$ cat config.mk
export PLATFORM = sky130hd
export DESIGN_NAME = tile_input_ctrl
export DESIGN_NICKNAME = d
export VERILOG_FILES = /design/src/rtl/tile_pkg.sv /design/src/rtl/key_debounce.sv /design/src/rtl/tile_input_ctrl.sv
export SDC_FILE = /design/constraint.sdc
export NUM_CORES = 1
export LEC_CHECK = 0
export BUFFER_PORTS_ARGS = -buffer_cell sky130_fd_sc_hd__buf_2
export CAP_MARGIN = 20
export CORE_ASPECT_RATIO = 1.75
export CORE_MARGIN = 5
export CORE_UTILIZATION = 57
export DETAILED_ROUTE_END_ITERATION = 16
export GPL_TIMING_DRIVEN = 0
export PLACE_DENSITY = 0.85
export SYNTH_ARGS = -nofsm -noshare
export SYNTH_HDL_FRONTEND = slang
export SYNTH_SLANG_ARGS = --single-unit
$ cat constraint.sdc
create_clock -name CLOCK_50 -period 3.1 [get_ports CLOCK_50]
set_input_delay 0.155 -clock CLOCK_50 [delete_from_list [all_inputs] [get_ports CLOCK_50]]
set_output_delay 0.155 -clock CLOCK_50 [all_outputs]
set_load 0.03 [all_outputs]
$ cat src/rtl/tile_pkg.sv
// Shared constants and types for the tile game input path: opcodes, tile width
// and the default command queue depth.
package tile_pkg;

  localparam int TILE_W         = 4;
  localparam int OP_W           = 2;
  localparam int FIFO_DEPTH_DEF = 4;

  typedef enum logic [OP_W-1:0] {
    OP_NONE    = 2'b00,
    OP_SELECT  = 2'b01,
    OP_CONFIRM = 2'b10,
    OP_RESTART = 2'b11
  } op_e;

  typedef struct packed {
    op_e               op;
    logic [TILE_W-1:0] tile;
  } cmd_t;

endpackage

$ cat src/rtl/key_debounce.sv
// Debounces one already-synchronized active-low key and emits a one-cycle pulse
// one cycle after the debounced level falls (presses only, releases are silent).
module key_debounce #(
  parameter int DEBOUNCE_CYCLES = 4
) (
  input  logic clk,
  input  logic rst_n,
  input  logic key_sync,
  output logic press
);

  localparam int CNT_W = (DEBOUNCE_CYCLES > 1) ? $clog2(DEBOUNCE_CYCLES + 1) : 1;
  localparam logic [CNT_W-1:0] LAST = CNT_W'(DEBOUNCE_CYCLES - 1);

  logic [CNT_W-1:0] cnt;
  logic             key_state;
  logic             state_d;

  always_ff @(posedge clk or negedge rst_n) begin
    if (!rst_n) begin
      cnt       <= '0;
      key_state <= 1'b1;
      state_d   <= 1'b1;
      press     <= 1'b0;
    end else begin
      state_d <= key_state;
      press   <= state_d & ~key_state;
      // Any cycle agreeing with the accepted level restarts the stability count.
      if (key_sync == key_state) begin
        cnt <= '0;
      end else if (cnt == LAST) begin
        key_state <= key_sync;
        cnt       <= '0;
      end else begin
        cnt <= cnt + CNT_W'(1);
      end
    end
  end

endmodule

$ cat src/rtl/tile_input_ctrl.sv
// Turns raw pushbuttons and the tile-index switches into SELECT/CONFIRM/RESTART
// commands held in a small first-word-fall-through queue for the game FSM.
module tile_input_ctrl
  import tile_pkg::*;
#(
  parameter int DEBOUNCE_CYCLES = 4,
  parameter int FIFO_DEPTH      = FIFO_DEPTH_DEF
) (
  input  logic              CLOCK_50,
  input  logic              resetn,
  input  logic [2:0]        KEY,
  input  logic [9:0]        SW,
  output logic              cmd_valid,
  input  logic              cmd_ready,
  output logic [OP_W-1:0]   cmd_op,
  output logic [TILE_W-1:0] cmd_tile,
  output logic [2:0]        fifo_count,
  output logic              overflow
);

  localparam int PTR_W = (FIFO_DEPTH > 1) ? $clog2(FIFO_DEPTH) : 1;

  logic [2:0] key_s1, key_s2;
  logic [9:0] sw_s1, sw_s2;
  logic       sw_unused;
  logic [2:0] press;

  always_ff @(posedge CLOCK_50 or negedge resetn) begin
    if (!resetn) begin
      key_s1 <= '1;
      key_s2 <= '1;
      sw_s1  <= '0;
      sw_s2  <= '0;
    end else begin
      key_s1 <= KEY;
      key_s2 <= key_s1;
      sw_s1  <= SW;
      sw_s2  <= sw_s1;
    end
  end

  assign sw_unused = ^sw_s2[9:4];

  key_debounce #(.DEBOUNCE_CYCLES(DEBOUNCE_CYCLES)) u_key1 (
    .clk(CLOCK_50), .rst_n(resetn), .key_sync(key_s2[0]), .press(press[0]));
  key_debounce #(.DEBOUNCE_CYCLES(DEBOUNCE_CYCLES)) u_key2 (
    .clk(CLOCK_50), .rst_n(resetn), .key_sync(key_s2[1]), .press(press[1]));
  key_debounce #(.DEBOUNCE_CYCLES(DEBOUNCE_CYCLES)) u_key3 (
    .clk(CLOCK_50), .rst_n(resetn), .key_sync(key_s2[2]), .press(press[2]));

  logic              pend_sel, pend_cfm, pend_rst;
  logic [TILE_W-1:0] sel_tile;
  logic              flush, pop, push, full, can_write;
  cmd_t              wr_cmd, head;
  logic [PTR_W-1:0]  wr_ptr, rd_ptr;
  cmd_t              fifo_mem [FIFO_DEPTH];

  // Handshake: the head is offered whenever cmd_valid is high and stays frozen
  // until a rising edge sees cmd_valid && cmd_ready; a RESTART flush cancels it.
  assign flush     = press[2];
  assign full      = (fifo_count == 3'(FIFO_DEPTH));
  assign pop       = cmd_valid & cmd_ready & ~flush;
  assign can_write = ~flush & (~full | pop);
  assign push      = can_write & (wr_cmd.op != OP_NONE);

  always_comb begin
    wr_cmd.op   = OP_NONE;
    wr_cmd.tile = '0;
    if (pend_rst) begin
      wr_cmd.op = OP_RESTART;
    end else if (pend_sel) begin
      wr_cmd.op   = OP_SELECT;
      wr_cmd.tile = sel_tile;
    end else if (pend_cfm) begin
      wr_cmd.op = OP_CONFIRM;
    end
  end

  always_ff @(posedge CLOCK_50 or negedge resetn) begin
    if (!resetn) begin
      pend_sel <= 1'b0;
      pend_cfm <= 1'b0;
      pend_rst <= 1'b0;
      sel_tile <= '0;
      overflow <= 1'b0;
    end else begin
      overflow <= overflow | (press[0] & pend_sel) | (press[1] & pend_cfm)
                           | (press[2] & pend_rst);
      if (push && wr_cmd.op == OP_SELECT)  pend_sel <= 1'b0;
      if (push && wr_cmd.op == OP_CONFIRM) pend_cfm <= 1'b0;
      if (push && wr_cmd.op == OP_RESTART) pend_rst <= 1'b0;
      // A press arriving while its flag is still set is dropped, even if the
      // earlier command is leaving the flag this very cycle.
      if (press[0] && !pend_sel) begin
        pend_sel <= 1'b1;
        sel_tile <= sw_s2[TILE_W-1:0];
      end
      if (press[1] && !pend_cfm) pend_cfm <= 1'b1;
      if (press[2] && !pend_rst) pend_rst <= 1'b1;
      if (flush) begin
        pend_sel <= 1'b0;
        pend_cfm <= 1'b0;
      end
    end
  end

  always_ff @(posedge CLOCK_50) begin
    if (push) fifo_mem[wr_ptr] <= wr_cmd;
  end

  always_ff @(posedge CLOCK_50 or negedge resetn) begin
    if (!resetn) begin
      wr_ptr     <= '0;
      rd_ptr     <= '0;
      fifo_count <= '0;
    end else if (flush) begin
      wr_ptr     <= '0;
      rd_ptr     <= '0;
      fifo_count <= '0;
    end else begin
      if (push) wr_ptr <= wr_ptr + PTR_W'(1);
      if (pop)  rd_ptr <= rd_ptr + PTR_W'(1);
      case ({push, pop})
        2'b10:   fifo_count <= fifo_count + 3'(1);
        2'b01:   fifo_count <= fifo_count - 3'(1);
        default: fifo_count <= fifo_count;
      endcase
    end
  end

  assign head      = fifo_mem[rd_ptr];
  assign cmd_valid = (fifo_count != 3'd0);
  assign cmd_op    = cmd_valid ? head.op   : OP_NONE;
  assign cmd_tile  = cmd_valid ? head.tile : '0;

endmodule

### After elaboration in Yosys (flattened, before gate mapping)

Memory sizes are Yosys's and may differ from the RTL's.
Cells that the tools add are included.

* add/sub/neg operators: 7
* equality and inequality tests: 12
* multiplexer cells: 29
* bitwise logic cells: 22
* reductions and logical operators: 20

Operators by type and width (count)
* $mux W3: 7
* $mux W2: 8
* $add A3 B1 Y3 const B: 4
* $mux W4: 3
* $reduce_bool A3 Y1: 4
* $and A1 B1 Y1: 10
* $mux W1: 10
* $eq A3 B2 Y1 const B: 3
* $not A1 Y1: 8
* $reduce_bool A2 Y1: 4
* $eq A2 B2 Y1 const B: 3
* $logic_and A1 B1 Y1: 6
* $pmux W3 S2: 1
* $reduce_and A2 Y1: 3
* $add A2 B1 Y2 const B: 2
* $eq A2 B1 Y1 const B: 2
* $or A1 B1 Y1: 4
* $eq A1 B1 Y1: 3
* $eq A3 B3 Y1 const B: 1
* $logic_not A1 Y1: 3
* $sub A3 B1 Y3 const B: 1

* register bits after elaboration: 47
* bits in writable memories: 24
* input bits: 16
* output and inout bits: 11
* word-level logic and storage cells: 115
* memories: 1

Memories
* fifo_mem: words 4, width 6, read ports 1, clocked after Yosys merged registers in 0, write ports 1, RTL line tile_input_ctrl.sv:56 `cmd_t fifo_mem [FIFO_DEPTH];`

### Longest topological paths before layout

Gate-level depths: netlist (run 1).

* word-level depth: 10
* gate-level depth with buffers: 8

### Cells and area by module

A second synthesis (run 1) with hierarchy kept.

* cell total of the unflattened synthesis: 177
* area, all modules: 2826.5 µm²

By module, submodules not included
* tile_input_ctrl: times used 1, cells each 135, area an instance 2113.3 µm², seq. area each 1453.9 µm²
* key_debounce: times used 3, cells each 14, area an instance 237.7 µm², seq. area each 152.6 µm²

### Least setup slack after synthesis (run 1)

No wires, ideal clock.

* kind: flip-flop to flip-flop
* start: register fifo_count[0]
* end: register fifo_count[2]
* library setup time: 0.078 ns
* data arrival time: 2.277 ns
* setup slack: 0.745 ns
* stages on the path, launching flop included: 9
* path buffers: 0
* clock period less this slack: 2.355 ns
* path through: dfrtp_1 -> nor4b_4 -> nor3_1 -> inv_1 -> ha_1 -> fa_1 -> xnor2_1 -> or3_1 -> a21oi_1

* word-level cells in the longest chain between the ends: 9
* elaborated cells on any way between the ends: 15
* those cells by class: 2 x add/sub; 3 x eq/ne; 2 x mux; 6 x bitwise; 2 x reduce/logical

Ends and longest elaborated chain
* start: declaration: RTL line tile_input_ctrl.sv:17 `output logic [2:0] fifo_count,`
* start signal: assignment: RTL line tile_input_ctrl.sv:124 `2'b10: fifo_count <= fifo_count + 3'(1);`
* start signal: assignment: RTL line tile_input_ctrl.sv:125 `2'b01: fifo_count <= fifo_count - 3'(1);`
* start signal: assignment: RTL line tile_input_ctrl.sv:126 `default: fifo_count <= fifo_count;`
* $reduce_bool A3 Y1: RTL line tile_input_ctrl.sv:132 `assign cmd_valid = (fifo_count != 3'd0);`
* $and A1 B1 Y1 (2 in series): RTL line tile_input_ctrl.sv:62 `assign pop = cmd_valid & cmd_ready & ~flush;`
* $or A1 B1 Y1: RTL line tile_input_ctrl.sv:63 `assign can_write = ~flush & (~full | pop);`
* $and A1 B1 Y1: RTL line tile_input_ctrl.sv:63
* $and A1 B1 Y1: RTL line tile_input_ctrl.sv:64 `assign push = can_write & (wr_cmd.op != OP_NONE);`
* $eq A2 B1 Y1 or $eq A2 B2 Y1 (tied branches): RTL line tile_input_ctrl.sv:123 `case ({push, pop})`
* $pmux W3 S2: RTL line tile_input_ctrl.sv:123
* $mux W3: RTL line tile_input_ctrl.sv:116 `end else if (flush) begin`

Several ways; a longest one is shown, not always the timed one.
A chain may end at the register's enable or synchronous reset.

### Worst setup path in the final report (run 1)

Ends and elaborated chain as after synthesis.

==> results by group, run 1 <==
Cells and area
  – Share of cells above drive strength 1: 30.6%
  – Final instance area: 0.00323 sq mm
  – Post-Layout Cell Count: 271
  – Antenna fix cells: 0
  – Fin nets: 239
  – Area Overhead vs Synth: 17.2%

Yosys
  – Primary FF master, synth: dfrtp_1
  – Distinct cells, synth: 33
  – Count leader, synth: dfrtp_1
  – Commonest cells post-synth: dfrtp_1 (35), edfxtp_1 (24), nor2b_1 (14)
  – Number of synthesized flops with an enable pin: 24
  – Post-synth top area cell: dfrtp_1
  – Synthesized area: 0.00276 sq mm
  – Register area share after synthesis: 69.4%
  – Synth Instances: 174
  – Yosys warns: 0
  – Syn_nets: 199
  – Top-area cell type share of the netlist area: 31.8%
  – Flops & latches, synth: 71
  – Asr flop ratio synth: 66.2%
  – Mean Syn Cell Area: 15.8 sq um
  – Most area-consuming cells after synthesis: dfrtp_1 (32%), edfxtp_1 (26%), dfstp_2 (11%)

STA
  – Max Slew Vio Count: 0
  – Final setup violation count: 0
  – Fin crit period: 2.46 ns
  – Final Hold Fails: 0
  – Worst-Margin Slew: 0.552 ns
  – Worst Skew: 0.00706 ns
  – Period utilisation layout: 79.4%
  – Setup TNS: 0 ns
  – Hold slack: 0.208 ns
  – Unrepaired setup endpoints after global routing: false
  – Fmax: 0.406 GHz
  – Setup slack after layout: 0.638 ns
  – Max-slew headroom: 63.2%

Route
  – Drt via density: 5.22
  – Drt wl/cell: 13.7 microns
  – Remaining antenna violation count: 0
  – WL final: 3720 microns
  – 1st-pass router iterations: 4
  – Via count: 1,414
  – Number of DRC markers in iteration 0: 44
  – Post-route DRC violation count: 0

Power and ir drop
  – Sw Share: 33.2%
  – Internal power: 2270 uW
  – Cell area power density: 1050 mW/mm^2
  – Combinational Power Share: 34.2%
  – Sw power: 1130 uW
  – Leak: 0.00137 uW
  – Seq pwr share: 44.7%
  – VDD IR-drop max: 0.630 mV
  – Clock power share: 21.0%

Placement
  – Pre-CTS setup slack: 0.636 ns
  – Post-DP HPWL: 2610 microns
  – PortBufs: 20
  – Post-Place Cells: 246
  – Placed Area: 0.00292 sq mm
  – Placer Congestion: 0.697

Floorplan
  – Starting density of the core: 58.5%
  – Die height: 102 microns
  – Rows: 33
  – Overall die area: 0.00638 sq mm
  – Core area: 0.00471 sq mm
  – Die width: 62.6 microns
  – # IOs: 27

CTS
  – CTS tree: yes
  – Setup bufs post-CTS: 0
  – Clock Latency Late Sink: 0.34 ns
  – H-tree Lvls: 3
  – Post-CTS sizing: 0
  – # hold bufs at CTS: 8
  – CTS Sinks: 71
  – Total CTS buffers: 9
  – Clk slew on worst S/H paths: 0.07 ns
  – Root buf cell: clkbuf_8
  – Clock buffer depth: 2

Status
  – Run status: complete, no violations

Critical path
  – WP data required: 3.37 ns
  – CP endpoint kind: register
  – Critical Path AT: 2.73 ns
  – R2R Setup Slk: 0.64 ns
  – Critical path class: reg2reg
  – Startpoint types: register
  – Critical-path maximum fanout: 6

GRT
  – First-pass GRT wire length: 6510 microns
  – Total global routing overflow: 0
  – Total GRT Usage: 13.7%
  – Initial antenna violation count: 0
  – Largest net degree at the start of global routing: 48
  – Vias in the first global route: 1,435

Run
  – Max_cap viols: 0

Hold path
  – HP Class: in2reg
-- cell families after synthesis --
| group | count (synthesis) | share of synthesized area (%) |
|---|---|---|
| xor gates and xnor gates | 6 | 1.91 |
| muxes | 16 | 9.04 |
| adders and majority gates | 9 | 4.36 |
| DFF | 71 | 69.4 |
| buffers and inverters | 8 | 1.13 |
| and+or+nand+nor | 53 | 11.6 |
| AOI/OAI and AO/OA | 11 | 2.54 |
-- sequential cells by signal (all words and copies together) (netlist names), 2 cells and up --
| name | count |
|---|---|
| fifo_mem | 24 |
| key_s1 | 3 |
| fifo_count | 3 |
| rd_ptr | 2 |
| u_key2.cnt | 3 |
| sw_s2 | 4 |
| wr_ptr | 2 |
| sw_s1 | 4 |
| key_s2 | 3 |
| sel_tile | 4 |
| u_key3.cnt | 3 |
| u_key1.cnt | 3 |
-- cell usage in the layout, fill, tap and decap left out, drive strengths merged --
| cell type | n |
|---|---|
| clkinv | 3 |
| clkbuf | 13 |
| xor2 | 2 |
| o21ai | 2 |
| nor3 | 6 |
| nand2b | 2 |
| mux2i | 2 |
| nor4b | 1 |
| mux2 | 8 |
| mux4 | 6 |
| nor3b | 5 |
| and2 | 8 |
| o31ai | 1 |
| nor2 | 12 |
| ha | 8 |
| a21oi | 3 |
| or2 | 1 |
| a22oi | 1 |
| buf | 23 |
| fa | 1 |
| a211oi | 2 |
| dfstp | 12 |
| dfrtp | 35 |
| inv | 5 |
| dlygate4sd3 | 8 |
| bufinv | 1 |
| nand2 | 2 |
| nor2b | 14 |
| xnor2 | 4 |
| or3 | 2 |
| a21o | 2 |
| edfxtp | 24 |
-- power by group through the flow --
stage / Clock [uW] / Combinational, uW / Sequential (uW)
6_report: 714 / 1160 / 1520
5_1_grt: 784 / 1300 / 1550
4_1_cts: 742 / 1180 / 1520
3_5_place_dp: 0 / 1160 / 1540
3_3_place_gp: 0 / 1130 / 1520
2_1_floorplan: 0 / 892 / 1520
-- metal layers --
metal / GRT usage (%) / up-vias / part of all wire [%]
met1: 14.3 / 676 / 39
met5: 0 / - / 0
li1: - / 694 / -
met3: 4.07 / 12 / 4.5
met2: 22.8 / 32 / 53
met4: 10.8 / 0 / 3.1
-- cell type report --
class / instances / area (sq um)
plain buffers: 3 / 12.5
clock buffers: 12 / 155
clock inverters: 4 / 45.0
fillers: 324 / 1480
inverters: 5 / 18.8
multi-input cells: 95 / 812
flip-flops and latches: 71 / 1910
well taps: 52 / 65.1
repair buffers: 29 / 208
-- through the flow --
step,total power [uW],util (%)
after floorplan,2410,-
after global placement,2650,62.0
after detailed placement,2700,62.0
after CTS,3440,68.0
after global routing,3640,68.6
final,3400,68.6
-- worst paths after layout --
| path | end | depth (start not counted) | start |
|---|---|---|---|
| max | fifo_count[2] | 8 | fifo_count[0] |
| min | rd_ptr[1] | 4 | cmd_ready |
| max reg2reg | fifo_count[2] | 8 | fifo_count[0] |
| min reg2reg | sw_s2[3] | 0 | sw_s1[3] |
| max in group asynchronous | key_s2[2] | 3 | resetn |
| min in group asynchronous | fifo_count[0] | 2 | resetn |
-- worst max-delay path, stage by stage, from the launching register on --
cell,delay (ns)
dfrtp_1,0.52
nor4b_4,0.12
nor3_1,0.45
inv_1,0.09
ha_1,0.23
fa_1,0.39
xnor2_1,0.15
or3_1,0.31
a21oi_1,0.14
No activity file was read; power rests on OpenSTA's default activity.
==> run 2, diff against run 1 <==
--- a/config.mk
+++ b/config.mk
@@ -9,10 +9,10 @@
 export CAP_MARGIN = 20
 export CORE_ASPECT_RATIO = 1.75
 export CORE_MARGIN = 5
-export CORE_UTILIZATION = 57
+export CORE_UTILIZATION = 52
 export DETAILED_ROUTE_END_ITERATION = 16
 export GPL_TIMING_DRIVEN = 0
-export PLACE_DENSITY = 0.85
+export PLACE_DENSITY = 0.82
 export SYNTH_ARGS = -nofsm -noshare
 export SYNTH_HDL_FRONTEND = slang
 export SYNTH_SLANG_ARGS = --single-unit
==> constraint.sdc (replaced) <==
create_clock -name CLOCK_50 -period 2.13 [get_ports CLOCK_50]
set_input_delay 0.1065 -clock CLOCK_50 [delete_from_list [all_inputs] [get_ports CLOCK_50]]
set_output_delay 0.1065 -clock CLOCK_50 [all_outputs]
set_load 0.03 [all_outputs]
==> results by group, run 2 (same netlist as run 1, synthesis figures left out) <==
Cells and area
  – Multi-input logic area: 827 sq um
  – Fin util: 62.1%
  – Largest register FFs: 24
  – Fill cells: 389
  – Biggest register: fifo_mem
  – Antenna fix cells: 0
  – Most common cell after layout, fill and taps aside: dfrtp_1
  – Fin nets: 241
  – Area Overhead vs Synth: 17.5%
  – Most frequent cells in the layout: dfrtp_1 (32), edfxtp_1 (24), buf_2 (21)
  – Sequential Area: 0.00192 sq mm
  – Share of cells above drive strength 1: 33.5%
  – Post-Layout Cell Count: 276

Critical path
  – Setup crit start: fifo_count[2]
  – CP endpoint kind: register
  – Reg2Reg Launch Point: fifo_count[2]
  – CP bufs+invs: 1
  – Slowest-stage cell, CP: dfrtp_2
  – WP data required: 2.39 ns
  – Critical path class: reg2reg
  – Crit path largest cell delay: 0.45 ns
  – Critical Path AT: 2.34 ns
  – Startpoint types: register
  – CP Cell Sequence: nor4b_4, nor3_2, inv_1, ha_2, fa_2, xnor2_1, or3_1, a21oi_1
  – Top delay family on crit path: simple AND/OR/NAND/NOR gates
  – Critical-path maximum fanout: 6

Route
  – WL final: 3660 microns
  – Drt wl/cell: 13.2 microns
  – Drt via density: 5.18
  – 1st-pass router iterations: 4
  – Post-route DRC violation count: 0
  – Remaining antenna violation count: 0
  – Number of DRC markers in iteration 0: 20
  – Via count: 1,430

Floorplan
  – Starting density of the core: 52.9%
  – Overall die area: 0.00691 sq mm
  – # IOs: 27
  – Die width: 65.0 microns
  – Core area: 0.00521 sq mm
  – Rows: 35
  – Die height: 106 microns

STA
  – Max-slew headroom: 65.4%
  – Max Slew Vio Count: 0
  – Worst Skew: 0.00553 ns
  – Final Hold Fails: 0
  – Hold slack: 0.109 ns
  – Final setup violation count: 0
  – Setup slack after layout: 0.0485 ns
  – Worst-Margin Slew: 0.516 ns
  – Fmax: 0.480 GHz
  – Fin crit period: 2.08 ns
  – Period utilisation layout: 97.7%
  – Unrepaired setup endpoints after global routing: true

CTS
  – H-tree Lvls: 3
  – CTS Sinks: 71
  – Clock buffer depth: 2
  – Clk slew on worst S/H paths: 0.07 ns
  – Root buf cell: clkbuf_8
  – Total CTS buffers: 9
  – CTS tree: yes
  – Clock Latency Late Sink: 0.33 ns

Placement
  – Post-DP HPWL: 2660 microns
  – PortBufs: 20
  – Placer Congestion: 0.752
  – Pre-CTS setup slack: -0.0875 ns
  – Post-Place Cells: 249

Power and ir drop
  – Leak: 0.00136 uW
  – VDD IR-drop max: 0.842 mV
  – Final Power: 4880 uW
  – Cell area power density: 1510 mW/mm^2

GRT
  – Initial antenna violation count: 0
  – Total global routing overflow: 0
  – Largest net degree at the start of global routing: 48
  – Vias in the first global route: 1,470
  – Total GRT Usage: 12.7%
  – First-pass GRT wire length: 6420 microns

Hold path
  – HP Class: in2async

Status
  – Run status: complete, no violations

Run
  – Max_cap viols: 0
run 2: per-layer routing:
| metal | part of all wire, % | vias up | wire (microns) | GRT usage (%) |
|---|---|---|---|---|
| met5 | 0 | - | 0 | 0 |
| met4 | 3.6 | 0 | 130 | 8.16 |
| met3 | 4.3 | 14 | 158 | 4.02 |
| met2 | 56 | 34 | 2040 | 21.5 |
| met1 | 36 | 689 | 1320 | 13.1 |
| li1 | - | 693 | - | - |
run 2: final timing paths:
check | slack, ns | cells past startpoint | end
min | 0.11 | 2 | rd_ptr[1]
min in group CLOCK_50 | 0.18 | 4 | rd_ptr[0]
max in group asynchronous | 1.55 | 3 | u_key3.state_d
max reg2reg | 0.05 | 8 | fifo_count[2]
min reg2reg | 0.35 | 0 | sw_s2[1]
max | 0.05 | 8 | fifo_count[2]
run 2: timing repair:
action	CTS	global route
pin swaps	2	0
resized for setup	1	0
hold buffers	8	0
setup endpoints to repair	2	1
endpoints found under the hold margin	42	0
buffers inserted	2	0
run 2: stage by stage:
stage	cell area [sq um]	setup TNS [ns]
2_1_floorplan	2770	0
3_3_place_gp	2940	-0.0254
3_5_place_dp	2940	-0.0875
4_1_cts	3220	0
5_1_grt	3240	-0.0611
6_report	3240	0
run 2: cell type report:
cell class | count | area share (%)
plain buffers | 3 | 0.425
inverters | 5 | 0.580
flip-flops and latches | 71 | 59.2
repair buffers | 31 | 6.65
clock inverters | 2 | 0.425
clock buffers | 14 | 5.06
multi-input cells | 95 | 25.6
well taps | 55 | 2.13
run 2: report_power, final:
group | switching [uW] | total (uW) | internal (uW)
Sequential | 261 | 2220 | 1960
Combinational | 946 | 1730 | 786
Clock | 432 | 927 | 495
Total | 1640 | 4880 | 3240
